`src/rtl/fetch_stage_pkg.sv`:
```
// Shared definitions for the instruction-fetch stage: state encoding,
// instruction width, the NOP word used for flushed/bubble slots and the
// default reset PC.
package fetch_stage_pkg;

    localparam int unsigned INST_W = 32;

    localparam logic [INST_W-1:0] NOP_INST         = 32'h0000_0013;
    localparam logic [INST_W-1:0] DEFAULT_RESET_PC = 32'h0000_0000;
    localparam logic [INST_W-1:0] PC_STEP          = 32'd4;
    localparam logic [INST_W-1:0] ALIGN_MASK       = 32'h0000_0003;

    typedef enum logic [1:0] {
        IDLE,
        FETCH,
        SKID,
        DISCARD
    } fetch_state_e;

    // Redirect targets are always word aligned; low two bits are cleared.
    function automatic logic [INST_W-1:0] align_pc(input logic [INST_W-1:0] addr);
        return addr & ~ALIGN_MASK;
    endfunction

endpackage

```
`src/rtl/fetch_skid.sv`:
```
// One-entry skid buffer holding a fetched instruction and its PC while
// decode is stalled. Load takes priority over drop.
module fetch_skid
    import fetch_stage_pkg::*;
(
    input  logic              clk,
    input  logic              reset_n,
    input  logic              load,
    input  logic              drop,
    input  logic [INST_W-1:0] load_pc,
    input  logic [INST_W-1:0] load_data,
    output logic [INST_W-1:0] skid_pc,
    output logic [INST_W-1:0] skid_data,
    output logic              empty
);

    logic              valid_q, valid_d;
    logic [INST_W-1:0] pc_q, pc_d;
    logic [INST_W-1:0] data_q, data_d;

    // Capture a new entry on load, release it on drop.
    always_comb begin
        valid_d = valid_q;
        pc_d    = pc_q;
        data_d  = data_q;
        if (load) begin
            valid_d = 1'b1;
            pc_d    = load_pc;
            data_d  = load_data;
        end else if (drop) begin
            valid_d = 1'b0;
        end
    end

    // Entry registers, cleared asynchronously.
    always_ff @(posedge clk or negedge reset_n) begin
        if (!reset_n) begin
            valid_q <= 1'b0;
            pc_q    <= '0;
            data_q  <= '0;
        end else begin
            valid_q <= valid_d;
            pc_q    <= pc_d;
            data_q  <= data_d;
        end
    end

    assign skid_pc   = pc_q;
    assign skid_data = data_q;
    assign empty     = ~valid_q;

endmodule

```
`src/rtl/fetch_stage.sv`:
```
// Instruction-fetch stage: owns the PC, issues one-word requests over a
// req/ready handshake, feeds decode through pipe registers, accepts
// redirects from decode and absorbs stalls with a one-entry skid buffer.
// Optional macro FETCH_PERF_EN adds fetch/flush performance counters.
module fetch_stage
    import fetch_stage_pkg::*;
#(
    parameter logic [INST_W-1:0] RESET_PC = DEFAULT_RESET_PC
) (
    input  logic              clk,
    input  logic              reset_n,
    input  logic              stall,
    input  logic              control_j,
    input  logic [INST_W-1:0] pc_j,
    output logic              imem_req,
    output logic [INST_W-1:0] imem_addr,
    input  logic              imem_ready,
    input  logic [INST_W-1:0] imem_data,
    output logic [INST_W-1:0] pipe_pc,
    output logic [INST_W-1:0] pipe_pc4,
    output logic [INST_W-1:0] pipe_data,
    output logic              pipe_valid
`ifdef FETCH_PERF_EN
    ,
    output logic [31:0]       perf_fetch_cnt,
    output logic [31:0]       perf_flush_cnt
`endif
);

    fetch_state_e      state_q, state_d;
    logic [INST_W-1:0] pc_q, pc_d;
    logic [INST_W-1:0] req_addr_q, req_addr_d;
    logic              pending_q, pending_d;
    logic [INST_W-1:0] pipe_pc_q, pipe_pc_d;
    logic [INST_W-1:0] pipe_pc4_q, pipe_pc4_d;
    logic [INST_W-1:0] pipe_data_q, pipe_data_d;
    logic              pipe_valid_q, pipe_valid_d;

    logic              skid_load;
    logic              skid_drop;
    logic [INST_W-1:0] skid_pc;
    logic [INST_W-1:0] skid_data;
    logic              skid_empty;
    logic              squash;
    logic              valid_load;
    logic [INST_W-1:0] redirect_pc;

    assign redirect_pc = align_pc(pc_j);

    fetch_skid u_skid (
        .clk       (clk),
        .reset_n   (reset_n),
        .load      (skid_load),
        .drop      (skid_drop),
        .load_pc   (imem_addr),
        .load_data (imem_data),
        .skid_pc   (skid_pc),
        .skid_data (skid_data),
        .empty     (skid_empty)
    );

    // FSM next state, memory request, PC update and pipe-slot contents.
    always_comb begin
        state_d      = state_q;
        pc_d         = pc_q;
        req_addr_d   = req_addr_q;
        pipe_pc_d    = pipe_pc_q;
        pipe_pc4_d   = pipe_pc4_q;
        pipe_data_d  = pipe_data_q;
        pipe_valid_d = pipe_valid_q;
        imem_req     = 1'b0;
        imem_addr    = pending_q ? req_addr_q : pc_q;
        skid_load    = 1'b0;
        skid_drop    = 1'b0;
        squash       = 1'b0;
        valid_load   = 1'b0;

        case (state_q)
            IDLE: begin
                state_d = FETCH;
            end

            FETCH: begin
                imem_req = pending_q | ~stall;
                if (imem_req && imem_ready) begin
                    if (control_j) begin
                        pc_d   = redirect_pc;
                        squash = 1'b1;
                    end else if (stall) begin
                        skid_load = 1'b1;
                        pc_d      = imem_addr + PC_STEP;
                        state_d   = SKID;
                    end else begin
                        pipe_pc_d   = imem_addr;
                        pipe_pc4_d  = imem_addr + PC_STEP;
                        pipe_data_d = imem_data;
                        valid_load  = 1'b1;
                        pc_d        = imem_addr + PC_STEP;
                    end
                end else if (control_j) begin
                    pc_d   = redirect_pc;
                    squash = 1'b1;
                    if (imem_req) begin
                        state_d = DISCARD;
                    end
                end else if (!stall) begin
                    squash = 1'b1;
                end
            end

            SKID: begin
                if (control_j) begin
                    skid_drop = 1'b1;
                    pc_d      = redirect_pc;
                    squash    = 1'b1;
                    state_d   = FETCH;
                end else if (!stall) begin
                    skid_drop = 1'b1;
                    state_d   = FETCH;
                    if (!skid_empty) begin
                        pipe_pc_d   = skid_pc;
                        pipe_pc4_d  = skid_pc + PC_STEP;
                        pipe_data_d = skid_data;
                        valid_load  = 1'b1;
                    end else begin
                        squash = 1'b1;
                    end
                end
            end

            DISCARD: begin
                imem_req = 1'b1;
                if (control_j) begin
                    pc_d = redirect_pc;
                end
                if (imem_ready) begin
                    state_d = FETCH;
                end
                if (!stall) begin
                    squash = 1'b1;
                end
            end

            default: begin
                state_d = IDLE;
            end
        endcase

        if (valid_load) begin
            pipe_valid_d = 1'b1;
        end
        if (squash) begin
            pipe_data_d  = NOP_INST;
            pipe_valid_d = 1'b0;
        end

        pending_d = imem_req & ~imem_ready;
        if (imem_req) begin
            req_addr_d = imem_addr;
        end
    end

    // State, PC, request tracking and pipe registers.
    always_ff @(posedge clk or negedge reset_n) begin
        if (!reset_n) begin
            state_q      <= IDLE;
            pc_q         <= RESET_PC;
            req_addr_q   <= RESET_PC;
            pending_q    <= 1'b0;
            pipe_pc_q    <= '0;
            pipe_pc4_q   <= '0;
            pipe_data_q  <= NOP_INST;
            pipe_valid_q <= 1'b0;
        end else begin
            state_q      <= state_d;
            pc_q         <= pc_d;
            req_addr_q   <= req_addr_d;
            pending_q    <= pending_d;
            pipe_pc_q    <= pipe_pc_d;
            pipe_pc4_q   <= pipe_pc4_d;
            pipe_data_q  <= pipe_data_d;
            pipe_valid_q <= pipe_valid_d;
        end
    end

    assign pipe_pc    = pipe_pc_q;
    assign pipe_pc4   = pipe_pc4_q;
    assign pipe_data  = pipe_data_q;
    assign pipe_valid = pipe_valid_q;

`ifdef FETCH_PERF_EN
    logic [31:0] fetch_cnt_q, fetch_cnt_d;
    logic [31:0] flush_cnt_q, flush_cnt_d;

    // Count valid instructions delivered to decode and accepted redirects.
    always_comb begin
        fetch_cnt_d = fetch_cnt_q + (valid_load ? 32'd1 : 32'd0);
        flush_cnt_d = flush_cnt_q + ((control_j && (state_q != IDLE)) ? 32'd1 : 32'd0);
    end

    // Counter registers, wrapping naturally at 2^32.
    always_ff @(posedge clk or negedge reset_n) begin
        if (!reset_n) begin
            fetch_cnt_q <= '0;
            flush_cnt_q <= '0;
        end else begin
            fetch_cnt_q <= fetch_cnt_d;
            flush_cnt_q <= flush_cnt_d;
        end
    end

    assign perf_fetch_cnt = fetch_cnt_q;
    assign perf_flush_cnt = flush_cnt_q;
`endif

endmodule

```
`config.mk`:
```
export PLATFORM = sky130hd
export DESIGN_NAME = fetch_stage
export DESIGN_NICKNAME = d
export VERILOG_FILES = /design/src/rtl/fetch_stage_pkg.sv /design/src/rtl/fetch_skid.sv /design/src/rtl/fetch_stage.sv
export SDC_FILE = /design/constraint.sdc
export NUM_CORES = 1
export LEC_CHECK = 0
export BUFFER_PORTS_ARGS = -buffer_cell sky130_fd_sc_hd__buf_2
export CORE_UTILIZATION = 56
export DETAILED_ROUTE_END_ITERATION = 6
export GPL_TIMING_DRIVEN = 0
export PLACE_DENSITY = 0.8
export SLEW_MARGIN = 40
export SYNTH_ARGS = -nofsm -noshare
export SYNTH_HDL_FRONTEND = slang
export SYNTH_SLANG_ARGS = --single-unit
```
`constraint.sdc`:
```
create_clock -name clk -period 3.3 [get_ports clk]
set_input_delay 0.165 -clock clk [delete_from_list [all_inputs] [get_ports clk]]
set_output_delay 0.165 -clock clk [all_outputs]
set_load 0.02 [all_outputs]
```
# Word level (Yosys, flattened, before mapping)
# Cells that the tools add are included.
# word_totals
ff_bits	229
out_inout_bits	130
word_cells	109
input_bits	69
# op_classes
bitwise_logic	4
n_eq_ne	21
addsub	2
n_reduce_logical	11
mux	60
# op_table
op	n
2-to-1 mux 32 bit	23
one-hot mux 32 bit (2 select lines)	4
adder 32 x 3 -> 32 bit, second input constant	2
!= test 3 bit, second input constant	10
2-to-1 mux 1 bit	21
2-to-1 mux 2 bit	8
AND reduction 7 bit	2
!= test 2 bit, second input constant	6
one-hot mux 2 bit (4 select lines)	1
nonzero test 2 bit	4
AND reduction 6 bit	1
== test 2 bit, second input constant	2
one-hot mux 1 bit (2 select lines)	2
!= test 3 x 2 -> 1 bit, second input constant	1
one-hot mux 1 bit (3 select lines)	1
nonzero test 3 bit	1
== test 2 x 1 -> 1 bit, second input constant	1
zero test 2 bit	1
!= test 2 x 1 -> 1 bit, second input constant	1
NOT 1 bit	2
OR reduction 2 bit	1
AND 1 bit	1
logical AND 1 bit	1
OR 1 bit	1

# Depth between registers and ports, before layout
# Gate-level depths: netlist of the first run.
# logic_depth
depth_word	7
depth_mapped	13
depth_no_buf	9

# Modules after synthesis
# Synthesis of the first run repeated with hierarchy kept, for this count alone.
# hier_totals
cells_unflattened	1164
hier_area_um2	11695.0
# by_module_without_submodules
mod	area_each_um2	cells_per_inst	instances
fetch_stage	9080.0	1026	1
fetch_skid	2615.0	138	1

# Worst setup path before layout of the first run
# No wires, ideal clock.
# synth_path
path_kind	flip-flop to flip-flop
from	register pending_q
to	register pipe_pc4_q[30] (netlist: pipe_pc4[30])
required_ns	3.166
path_stages_with_launch	14
path_buffers	4
t_arrival_ns	2.852
path_slack_ns	0.313
cell_sequence	dfrtp_1 buf_6 buf_4 buf_4 buf_2 mux2i_1 inv_1 ha_1 inv_1 a211oi_4 nand4_4 or4_4 a21oi_2 o31ai_2
# synth_via
elab_chain_len	6
word_cells_on_any_way	10
classes_between	add/sub (1); eq/ne (1); mux (5); bitwise (1); reduce/logical (2)
# synth_lines
element	line_no	text
start: declaration	fetch_stage.sv:33	logic pending_q, pending_d;
start signal: assignment	fetch_stage.sv:178	pending_q <= pending_d;
2-to-1 mux 32 bit	fetch_stage.sv:72	imem_addr = pending_q ? req_addr_q : pc_q;
via imem_addr[2]	fetch_stage.sv:16	output logic [INST_W-1:0] imem_addr,
adder 32 x 3 -> 32 bit	fetch_stage.sv:95	pipe_pc4_d = imem_addr + PC_STEP;
2-to-1 mux 32 bit	fetch_stage.sv:89	end else if (stall) begin
2-to-1 mux 32 bit	fetch_stage.sv:86	if (control_j) begin
2-to-1 mux 32 bit	fetch_stage.sv:85	if (imem_req && imem_ready) begin
one-hot mux 32 bit (2 select lines)	fetch_stage.sv:78	case (state_q)
end signal: assignment	fetch_stage.sv:180	pipe_pc4_q <= pipe_pc4_d;
end: declaration	fetch_stage.sv:35	logic [INST_W-1:0] pipe_pc4_q, pipe_pc4_d;
# The timed path passes the listed nets, and every way through them passes these cells. The select of a mux whose other input is x is not followed.
# A chain may end at the register's enable or synchronous reset.

# Worst setup path after layout of the first run
# layout_path
from	register pending_q
to	register pipe_pc4_q[30] (netlist: pipe_pc4[30])
# layout_via
elab_chain_len	6
word_cells_on_any_way	10
classes_between	add/sub (1); eq/ne (1); mux (5); bitwise (1); reduce/logical (2)
# layout_lines
element	line_no
2-to-1 mux 32 bit	fetch_stage.sv:72
adder 32 x 3 -> 32 bit	fetch_stage.sv:95
2-to-1 mux 32 bit	fetch_stage.sv:89
2-to-1 mux 32 bit	fetch_stage.sv:86
2-to-1 mux 32 bit	fetch_stage.sv:85
one-hot mux 32 bit (2 select lines)	fetch_stage.sv:78
# Several ways; a longest one is shown, not always the timed one. The select of a mux whose other input is x is not followed.

==> results.py, run 1 <==
metrics = {
    "outcome": {
        "outcome": "complete, but fails checks",
        "failed_checks": "negative hold slack",
    },
    "logic_synthesis": {
        "synth-simple-area-share": 0.145,
        "synth_edf_count": 0,
        "synth_top_family_by_area": "compound AO/OA/AOI/OAI gates",
        "synth_ff_type": "dfrtp_1",
        "synth_fa_ha_area_frac": 0.00670,
        "seq_area_frac_synth": 0.508,
        "netlist_instances": 1150,
        "yosysWarnings": 0,
        "synth_area_sq_um": 11200,
        "ys_async_sr_fraction": 1.00,
        "synth.avg_cell_area_sq_um": 9.74,
        "synthesis.nets": 1225,
        "synthMuxAreaShare": 0.0972,
        "synth_compound_area_frac": 0.162,
        "yosys.cell_types.count": 68,
        "ys_seq_elements": 227,
        "synthXorXnorAreaFrac": 0.0383,
    },
    "pwr": {
        "switching_power_uw": 6560,
        "p_int_uw": 7980,
        "p_leak_uw": 0.00641,
        "sw_frac_of_total": 0.451,
        "p_clk_frac": 0.181,
        "power_frac_seq": 0.353,
        "power.density_nw_per_um2": 1040,
        "total_power_uw": 14500,
        "comb_power_share": 0.466,
        "ir_drop_uv": 555,
    },
    "routing": {
        "drt_first_pass_iters": 7,
        "drc": 0,
        "dr.first_iter.drc_count": 954,
        "vias": 10400,
        "ant_nets": 0,
        "drt_wl_total_um": 36100,
        "routedWlPerCell_um": 21.1,
        "routed_via_density": 6.08,
    },
    "grt": {
        "grt-ovfl-total": 0,
        "grt_pass1_vias": 10300,
        "antenna_found_initial": 0,
        "grt_usage": 0.356,
        "grt_pass1_wl_um": 55400,
        "grt_start_max_net_pins": 70,
    },
    "sta": {
        "fmax_mhz": 311,
        "setup_viol": 0,
        "timing.setup.tns_ns": 0,
        "maxSlewHeadroom": 0.387,
        "min_period_ns": 3.21,
        "tightest_slew_ns": 0.920,
        "rsz0062_at_grt": "false",
        "maxSlewViolCount": 0,
        "timing.final.crit_share": 0.973,
        "final-hold-violation-count": 1,
        "skew_ns": 0.0131,
        "timing.hold.ws_ns": -0.000101,
    },
    "floorplan": {
        "start_util": 0.573,
        "die_w_um": 143,
        "coreArea_sq_um": 19500,
        "io_pins": 199,
        "num_rows": 51,
        "dieHeight_um": 143,
        "die_area_sq_um": 20600,
    },
    "clocking": {
        "cts_max_level": 1,
        "clockBufferDepth": 3,
        "clk_latency_ns": 0.52,
        "clk_pin_slew_worst_paths_ns": 0.06,
        "cts_resized": 0,
        "cts_buffers": 25,
        "clock-sinks": 227,
        "cts_tree": "yes",
        "cts_root_buf": "clkbuf_16",
    },
    "cells_and_area": {
        "syn_to_final_growth_pct": 24.6,
        "n_fill_cell": 1438,
        "final_layout_size_suffix_gt1_frac": 0.215,
        "final_util": 0.715,
        "final_common_cell": "dfrtp_1",
        "antenna_cells": 0,
        "nets": 1507,
        "final_cells": 1713,
        "most-common-layout-cells": "dfrtp_1, buf_2, nor2_1, nand2_1, o21ai_0",
    },
    "hold_path": {
        "worstHoldStart": "pc_j[3]",
        "hp-class": "in -> reg",
    },
    "placed_design": {
        "dp_cells": 1612,
        "hpwl_um": 24600,
        "finalWeightedCongestion": 0.932,
        "io_buffer_count": 194,
    },
    "critical_path": {
        "end_kind": "flip-flop",
        "r2r-start": "pending_q",
        "path_max_fanout": 19,
        "critPathArrivalTime_ns": 3.59,
        "crit_required_ns": 3.68,
        "worstSetupPathType": "reg -> reg",
        "start_kind": "flip-flop",
        "startpoint": "pending_q",
    },
    "job": {
        "cap_violations": 0,
    },
}
-- path summary, 6_finish.rpt --
kind	endpoint	slack (ns)	cells after the start
max in group asynchronous	pipe_data[0]	1.87	5
min in group asynchronous	pipe_pc[10]	0.09	2
worst max-delay path	pipe_pc4[30]	0.09	12
worst min-delay path	pc_q[3]	-0.0001	3
worst min register to register	pipe_pc[14]	0.47	2
worst max register to register	pipe_pc4[30]	0.09	12
-- cells in the mapped netlist, types with 13 or more instances --
cell type / number / share of area
a21oi_1: 91 / 0.041
a211oi_1: 30 / 0.020
o21ai_0: 95 / 0.042
nor2_1: 137 / 0.046
xnor2_1: 37 / 0.029
a22oi_1: 20 / 0.013
inv_1: 40 / 0.013
dfrtp_1: 224 / 0.50
buf_2: 13 / 0.0058
nand4_1: 20 / 0.011
mux2i_1: 68 / 0.061
mux2_2: 35 / 0.035
clkbuf_1: 43 / 0.014
nand3_1: 25 / 0.011
nand2_1: 123 / 0.041
buf_1: 14 / 0.0047
-- worst max-delay path, cell delays in order, from the launching register on --
cell	delay [ns]
dfrtp_1	0.34
buf_6	0.17
buf_4	0.23
buf_4	0.34
mux2i_1	0.18
inv_1	0.17
ha_1	0.22
inv_1	0.10
a211oi_4	0.35
nand4_4	0.24
or4_4	0.49
a21oi_2	0.16
o31ai_2	0.08
-- cells by family (layout without fill, tap and decap cells) --
family,count (synthesis),in the layout
buf+inv,117,415
xor+xnor,49,49
fa+ha+maj,6,6
flops,227,227
mux,104,104
simple gates,351,351
compound gates,296,296
-- metrics by stage --
step	hold slack (ns)	cell area (sq um)	worst slack, ns
global placement	0.412	12500	-1.86
CTS	0.00134	13900	0.185
finish	-0.000101	14000	0.0891
global route	0.0225	14000	0.0623
detailed placement	0.0399	12600	-0.343
floorplan	-0.131	11200	0.313
-- timing repair --
action                                  4_1_cts  5_1_grt
endpoints found under the setup margin       14        0
buffers inserted                              1        0
hold buffers                                 58        0
hold endpoints to repair                    158        0
-- flip-flops by register name (all words and copies together), names as in the netlist --
signal,cells
pipe_pc,32
u_skid.skid_data,32
u_skid.skid_pc,32
state_q,2
u_skid.valid_q,1
req_addr_q,32
pipe_data,32
pc_q,32
pending_q,1
pipe_valid,1
pipe_pc4,30
-- metal layers --
| layer | wire [um] | global-route usage |
|---|---|---|
| met1 | 13600 | 0.445 |
| met2 | 16700 | 0.573 |
| met3 | 3840 | 0.0853 |
| met4 | 1990 | 0.187 |
| met5 | 0 | 0 |
-- layout make-up --
type | count | area (sq um) | area share
Sequential cell | 227 | 5680 | 0.407
Multi-Input combinational cell | 806 | 5050 | 0.362
Timing Repair Buffer | 256 | 1650 | 0.118
Clock buffer | 42 | 749 | 0.0537
Tap cell | 265 | 332 | 0.0238
Buffer | 75 | 327 | 0.0234
Inverter | 41 | 154 | 0.0110
Clock inverter | 1 | 5.00 | 0.000359
-- power groups by stage --
stage,Combinational (uW),Sequential [uW],Clock (uW)
2_1_floorplan,3840,5530,0
3_3_place_gp,6370,5020,0
3_5_place_dp,6560,5090,0
4_1_cts,6650,5060,2630
5_1_grt,7310,5270,2730
6_report,6780,5130,2640
(Power assumes the default switching activity.)
==> run 2, diff against run 1 <==
--- a/config.mk
+++ b/config.mk
@@ -5,11 +5,12 @@
 export SDC_FILE = /design/constraint.sdc
 export NUM_CORES = 1
 export LEC_CHECK = 0
+export ABC_AREA = 1
 export BUFFER_PORTS_ARGS = -buffer_cell sky130_fd_sc_hd__buf_2
-export CORE_UTILIZATION = 56
+export CORE_UTILIZATION = 52
 export DETAILED_ROUTE_END_ITERATION = 6
 export GPL_TIMING_DRIVEN = 0
-export PLACE_DENSITY = 0.8
+export PLACE_DENSITY = 0.77
 export SLEW_MARGIN = 40
 export SYNTH_ARGS = -nofsm -noshare
 export SYNTH_HDL_FRONTEND = slang
==> constraint.sdc (replaced) <==
create_clock -name clk -period 2.9 [get_ports clk]
set_input_delay 0.145 -clock clk [delete_from_list [all_inputs] [get_ports clk]]
set_output_delay 0.145 -clock clk [all_outputs]
set_load 0.02 [all_outputs]
==> run 2 against run 1 <==
Net effect:
- the flow now finishes without violations
- fmax rose by 17%
- power rose by 32%
- die area rose by 17%
- largest cell class unchanged
- clock-buffer cell count fell by 5
- worst hold slack improved by 0.022 ns
- combinational power rose by 50%
- sequential power rose by 13%
- cell count rose by 30%
- first-iteration DRC count rose by 16%
==> results.py, run 2 <==
metrics = {
    "grt": {
        "grt_usage": 0.358,
        "grt-ovfl-total": 0,
        "grt_pass1_wl_um": 66000,
        "antenna_found_initial": 0,
        "grt_pass1_vias": 12000,
        "grt_start_max_net_pins": 77,
    },
    "hold_path": {
        "worstHoldStart": "pc_j[28]",
        "holdPathStages": 5,
        "min_to": "pc_q[28]",
        "hp-class": "in -> reg",
    },
    "cells_and_area": {
        "final_cells": 2223,
        "final_layout_size_suffix_gt1_frac": 0.183,
        "antenna_cells": 0,
        "final_common_cell": "nand2_1",
        "most-common-layout-cells": "nand2_1, dfrtp_1, buf_2, nor2_1, o21ai_0",
        "syn_to_final_growth_pct": 23.8,
        "nets": 1971,
    },
    "routing": {
        "routed_via_density": 5.62,
        "routedWlPerCell_um": 19.0,
        "drc": 0,
        "ant_nets": 0,
        "drt_first_pass_iters": 7,
        "vias": 12500,
        "dr.first_iter.drc_count": 1110,
        "drt_wl_total_um": 42300,
    },
    "sta": {
        "min_period_ns": 2.74,
        "tightest_slew_ns": 0.715,
        "timing.setup.tns_ns": 0,
        "setup_viol": 0,
        "maxSlewHeadroom": 0.524,
        "maxSlewViolCount": 0,
        "timing.final.crit_share": 0.946,
        "skew_ns": 0.0174,
        "fmax_mhz": 365,
        "final-hold-violation-count": 0,
        "timing.hold.ws_ns": 0.0219,
        "worst_slack_ns": 0.157,
        "rsz0062_at_grt": "false",
    },
    "clocking": {
        "clockBufferDepth": 3,
        "cts_buffers": 26,
        "cts_max_level": 1,
        "post_cts_buffers": 0,
        "clk_latency_ns": 0.54,
        "cts_tree": "yes",
        "cts_root_buf": "clkbuf_16",
        "clk_pin_slew_worst_paths_ns": 0.06,
        "clock-sinks": 227,
    },
    "placed_design": {
        "hpwl_um": 31200,
        "dp_slack_ns": 0.138,
        "dp_cells": 2119,
        "finalWeightedCongestion": 0.974,
        "io_buffer_count": 196,
    },
    "logic_synthesis": {
        "yosys.area.top_type": "dfrtp_1",
        "yosysTopAreaCellShare": 0.460,
        "yosysMostFrequentCell": "nand2_1",
        "yosys.cell_types.count": 46,
        "synth_edf_count": 0,
        "synthesis.nets": 1682,
        "netlist_instances": 1607,
        "synth.avg_cell_area_sq_um": 7.59,
        "synth_ff_type": "dfrtp_1",
        "ys_async_sr_fraction": 1.00,
        "seq_area_frac_synth": 0.466,
        "yosys-top-cells-count": "nand2_1, dfrtp_1, nor2_1",
        "synth_area_sq_um": 12200,
        "yosysWarnings": 0,
        "synth_area_leaders": "dfrtp_1, nand2_1, o21ai_0",
        "ys_seq_elements": 227,
    },
    "floorplan": {
        "die_w_um": 155,
        "die_area_sq_um": 24100,
        "start_util": 0.534,
        "io_pins": 199,
        "num_rows": 55,
        "dieHeight_um": 155,
        "coreArea_sq_um": 22800,
    },
    "critical_path": {
        "crit_chain": "buf_6 -> buf_8 -> nand2_1 -> o21ai_1 -> inv_1 -> ha_1 -> nand2_1 -> nor2_4 -> nand2_2 -> nor2_4 -> xor2_1 -> nand2_1 -> a31oi_1",
        "r2r_setup_slack_ns": 0.16,
        "cpLargestDelayFamily": "simple AND/OR/NAND/NOR gates",
        "crit_buf_inv": 3,
        "worstSetupPathType": "reg -> reg",
        "reg2reg_depth": 13,
        "reg2reg_to": "pc_q[18]",
        "cp.depth": 13,
        "critPathArrivalTime_ns": 3.20,
        "slowest_stage": "xor2_1",
        "path_max_fanout": 10,
        "start_kind": "flip-flop",
        "crit_path_frequent_cell": "nand2_1",
        "r2r-start": "pending_q",
        "crit_required_ns": 3.35,
        "end_kind": "flip-flop",
        "slowest_delay_ns": 0.43,
    },
    "pwr": {
        "ir_drop_uv": 632,
        "power.density_nw_per_um2": 1270,
        "p_leak_uw": 0.00727,
    },
    "job": {
        "cap_violations": 0,
    },
    "outcome": {
        "outcome": "finished clean",
    },
}
## run 2: layout make-up
class	count	area, sq um
Buffer	83	450
Clock buffer	37	743
Clock inverter	5	58.8
Fill cell	1974	7750
Inverter	116	443
Multi-Input combinational cell	1181	5630
Sequential cell	227	5680
Tap cell	313	392
Timing Repair Buffer	261	1690
## run 2: worst max path at each step
stage | startpoint | slack [ns] | endpoint
2_1_floorplan | pending_q | 0.70 | pc_q[14]
3_3_place_gp | reset_n | -2.31 | u_skid.skid_data[15]
3_5_place_dp | pending_q | 0.14 | pipe_pc4[14]
4_1_cts | state_q[1] | 0.1 | imem_req
5_1_grt | pending_q | 0.02 | pipe_pc4[30]
6_report | pending_q | 0.16 | pc_q[18]
## run 2: worst min-delay path: stages
cell and delay (ns):
buf_2 0.11, nand3_1 0.07, nand2_1 0.06, nand2_1 0.06, a21oi_1 0.06
## run 2: what timing repair did
action | in CTS | in global routing
setup endpoints to repair | 0 | 2
endpoints found under the hold margin | 232 | 0
hold buffers | 62 | 0
gates resized for setup | 0 | 2
## run 2: per-stage QoR
step                area [sq um]   util  total power [uW]
CTS                        15100  0.660             19000
global route               15100  0.661             20400
global placement           13600  0.594             15500
detailed placement         13700  0.598             15700
finish                     15100  0.661             19200
floorplan                  12200      -             12100
## run 2: metal layers
layer  up-vias  GRT usage  part of all wire
met5         -          0                 0
met4         0      0.144             0.041
met3       110     0.0557             0.092
met2       715      0.596              0.47
met1      5884      0.469              0.40
li1       5793          -                 -
## run 2: cells by family after synthesis
| group | Yosys count | synth area share |
|---|---|---|
| xor gates and xnor gates | 28 | 0.0201 |
| adders and majority gates | 6 | 0.00616 |
| buffers and inverters | 199 | 0.0733 |
| DFF | 227 | 0.466 |
| AOI/OAI and AO/OA | 279 | 0.134 |
| and+or+nand+nor | 868 | 0.300 |
## run 2: where the power goes
part / switching, uW / internal, uW / leakage, uW
registers: 1070 / 4730 / 0.00277
logic: 7170 / 3050 / 0.00411
clock network: 1310 / 1860 / 0.000391
==> run 3, diff against run 2 <==
==> constraint.sdc (replaced) <==
create_clock -name clk -period 2.9 [get_ports clk]
set_input_delay 0.725 -clock clk [delete_from_list [all_inputs] [get_ports clk]]
set_output_delay 0.725 -clock clk [all_outputs]
set_load 0.02 [all_outputs]
==> run 3 against run 2 <==
Net effect:
- cell count is 2.8% lower
- first-iteration DRC count up 2.6%
- worst setup slack got worse by 0.065 ns
- non-clock buffer count decreased by 63
- fmax fell by 2.3%
- combinational power barely moved
- worst hold slack gained 0.036 ns
- sequential share of layout area grew 1.6 points
- clock-buffer cell count is the same
- register-to-register slack worse by 0.02 ns
- sequential power about the same
==> results.py, run 3 (same netlist as run 2, synthesis figures left out) <==
metrics = {
    "critical_path": {
        "slowest_delay_ns": 0.34,
        "crit_buf_inv": 5,
        "reg2reg_depth": 13,
        "cp.depth": 7,
        "worstSetupPathType": "reg -> out",
        "end_kind": "output pin",
        "cpLargestDelayFamily": "buffers and inverters",
        "start_kind": "flip-flop",
        "path_max_fanout": 10,
        "critPathArrivalTime_ns": 2.08,
        "startpoint": "pending_q",
        "cp-endpoint": "imem_addr[31]",
        "slowest_stage": "dfrtp_1",
        "r2r-start": "pending_q",
        "r2r_setup_slack_ns": 0.14,
        "crit_required_ns": 2.17,
        "reg2reg_to": "pc_q[18]",
        "crit_chain": "buf_6 -> inv_8 -> buf_4 -> or2_2 -> o21ai_1 -> inv_1 -> buf_2",
    },
    "pwr": {
        "p_leak_uw": 0.00701,
        "power.density_nw_per_um2": 1320,
        "total_power_uw": 19100,
        "ir_drop_uv": 632,
    },
    "cells_and_area": {
        "final_common_cell": "nand2_1",
        "antenna_cells": 0,
        "final_util": 0.634,
        "final_layout_size_suffix_gt1_frac": 0.189,
        "final_cells": 2160,
        "fin_area_sq_um": 14500,
        "syn_to_final_growth_pct": 18.7,
        "nets": 1908,
        "most-common-layout-cells": "nand2_1, dfrtp_1, buf_2, nor2_1, o21ai_0",
    },
    "placed_design": {
        "post_dp_cell_area_sq_um": 13700,
        "hpwl_um": 31200,
        "dp_cells": 2119,
        "io_buffer_count": 196,
        "finalWeightedCongestion": 0.974,
    },
    "clocking": {
        "clk_latency_ns": 0.54,
        "ctsHoldBuffers": 0,
        "cts_max_level": 1,
        "clock-sinks": 227,
        "clk_pin_slew_worst_paths_ns": 0.06,
        "clockBufferDepth": 3,
        "cts_buffers": 26,
        "cts_root_buf": "clkbuf_16",
        "cts_tree": "yes",
    },
    "routing": {
        "vias": 12200,
        "drt_wl_total_um": 41200,
        "drc": 0,
        "dr.first_iter.drc_count": 1139,
        "routed_via_density": 5.64,
        "drt_first_pass_iters": 7,
        "routedWlPerCell_um": 19.1,
        "ant_nets": 0,
    },
    "grt": {
        "grt_start_max_net_pins": 77,
        "grt_usage": 0.350,
        "busiest_layer": "met2",
        "met1_usage": 0.468,
        "grt_pass1_wl_um": 64300,
        "grt_pass1_vias": 11500,
        "grt-ovfl-total": 0,
        "met2_usage": 0.568,
        "antenna_found_initial": 0,
        "met3_usage": 0.0582,
    },
    "floorplan": {
        "dieHeight_um": 155,
        "io_pins": 199,
        "die_area_sq_um": 24100,
        "die_w_um": 155,
        "start_util": 0.534,
        "coreArea_sq_um": 22800,
        "num_rows": 55,
    },
    "sta": {
        "final-hold-violation-count": 0,
        "fmax_mhz": 356,
        "min_period_ns": 2.81,
        "skew_ns": 0.0208,
        "rsz0062_at_grt": "false",
        "maxSlewHeadroom": 0.509,
        "timing.hold.ws_ns": 0.0579,
        "tightest_slew_ns": 0.737,
        "maxSlewViolCount": 0,
        "timing.final.crit_share": 0.968,
        "setup_viol": 0,
    },
    "outcome": {
        "outcome": "finished clean",
    },
    "job": {
        "cap_violations": 0,
    },
    "hold_path": {
        "hp-class": "in -> async",
    },
}
-- run 3: through the flow --
step | setup TNS (ns) | setup slack (ns)
floorplan | 0 | 0.621
global placement | -647.21 | -2.89
detailed placement | -0.170 | -0.170
CTS | 0 | 0.0480
global route | 0 | 0.0107
finish | 0 | 0.0920
-- run 3: timing repair --
action,4_1_cts,5_1_grt
cloned,0,0
endpoints found under the hold margin,0,0
resized for setup,3,3
endpoints found under the setup margin,1,3
buffers inserted,0,0
-- run 3: worst min-delay path by stage --
stage / start / to / cells past startpoint
final: reset_n / req_addr_q[8] / 1
after global routing: reset_n / req_addr_q[8] / 1
after CTS: reset_n / req_addr_q[8] / 1
after detailed placement: u_skid.skid_data[25] / u_skid.skid_data[25] / 2
after floorplan: reset_n / pc_q[0] / 0
after global placement: u_skid.skid_data[21] / u_skid.skid_data[21] / 2
-- run 3: where the power goes --
part	switching [uW]	internal [uW]
clock network	1310	1860
registers	1060	4730
logic	7130	3000
total	9510	9580
-- run 3: area by class of cell --
class,count,area [sq um]
tap,313,392
inverter,116,444
fill,2059,8370
timing repair buffer,199,1070
clock inverter,5,58.8
buffer,82,447
clock buffer,37,743
sequential,227,5680
multi-input combinational,1181,5640
-- run 3: per-layer routing --
| metal | vias up | wire, um | part of all wire |
|---|---|---|---|
| li1 | 5676 | - | - |
| met1 | 5783 | 16800 | 0.41 |
| met2 | 617 | 19000 | 0.46 |
| met3 | 111 | 3590 | 0.087 |
| met4 | 0 | 1710 | 0.041 |
| met5 | - | 0 | 0 |
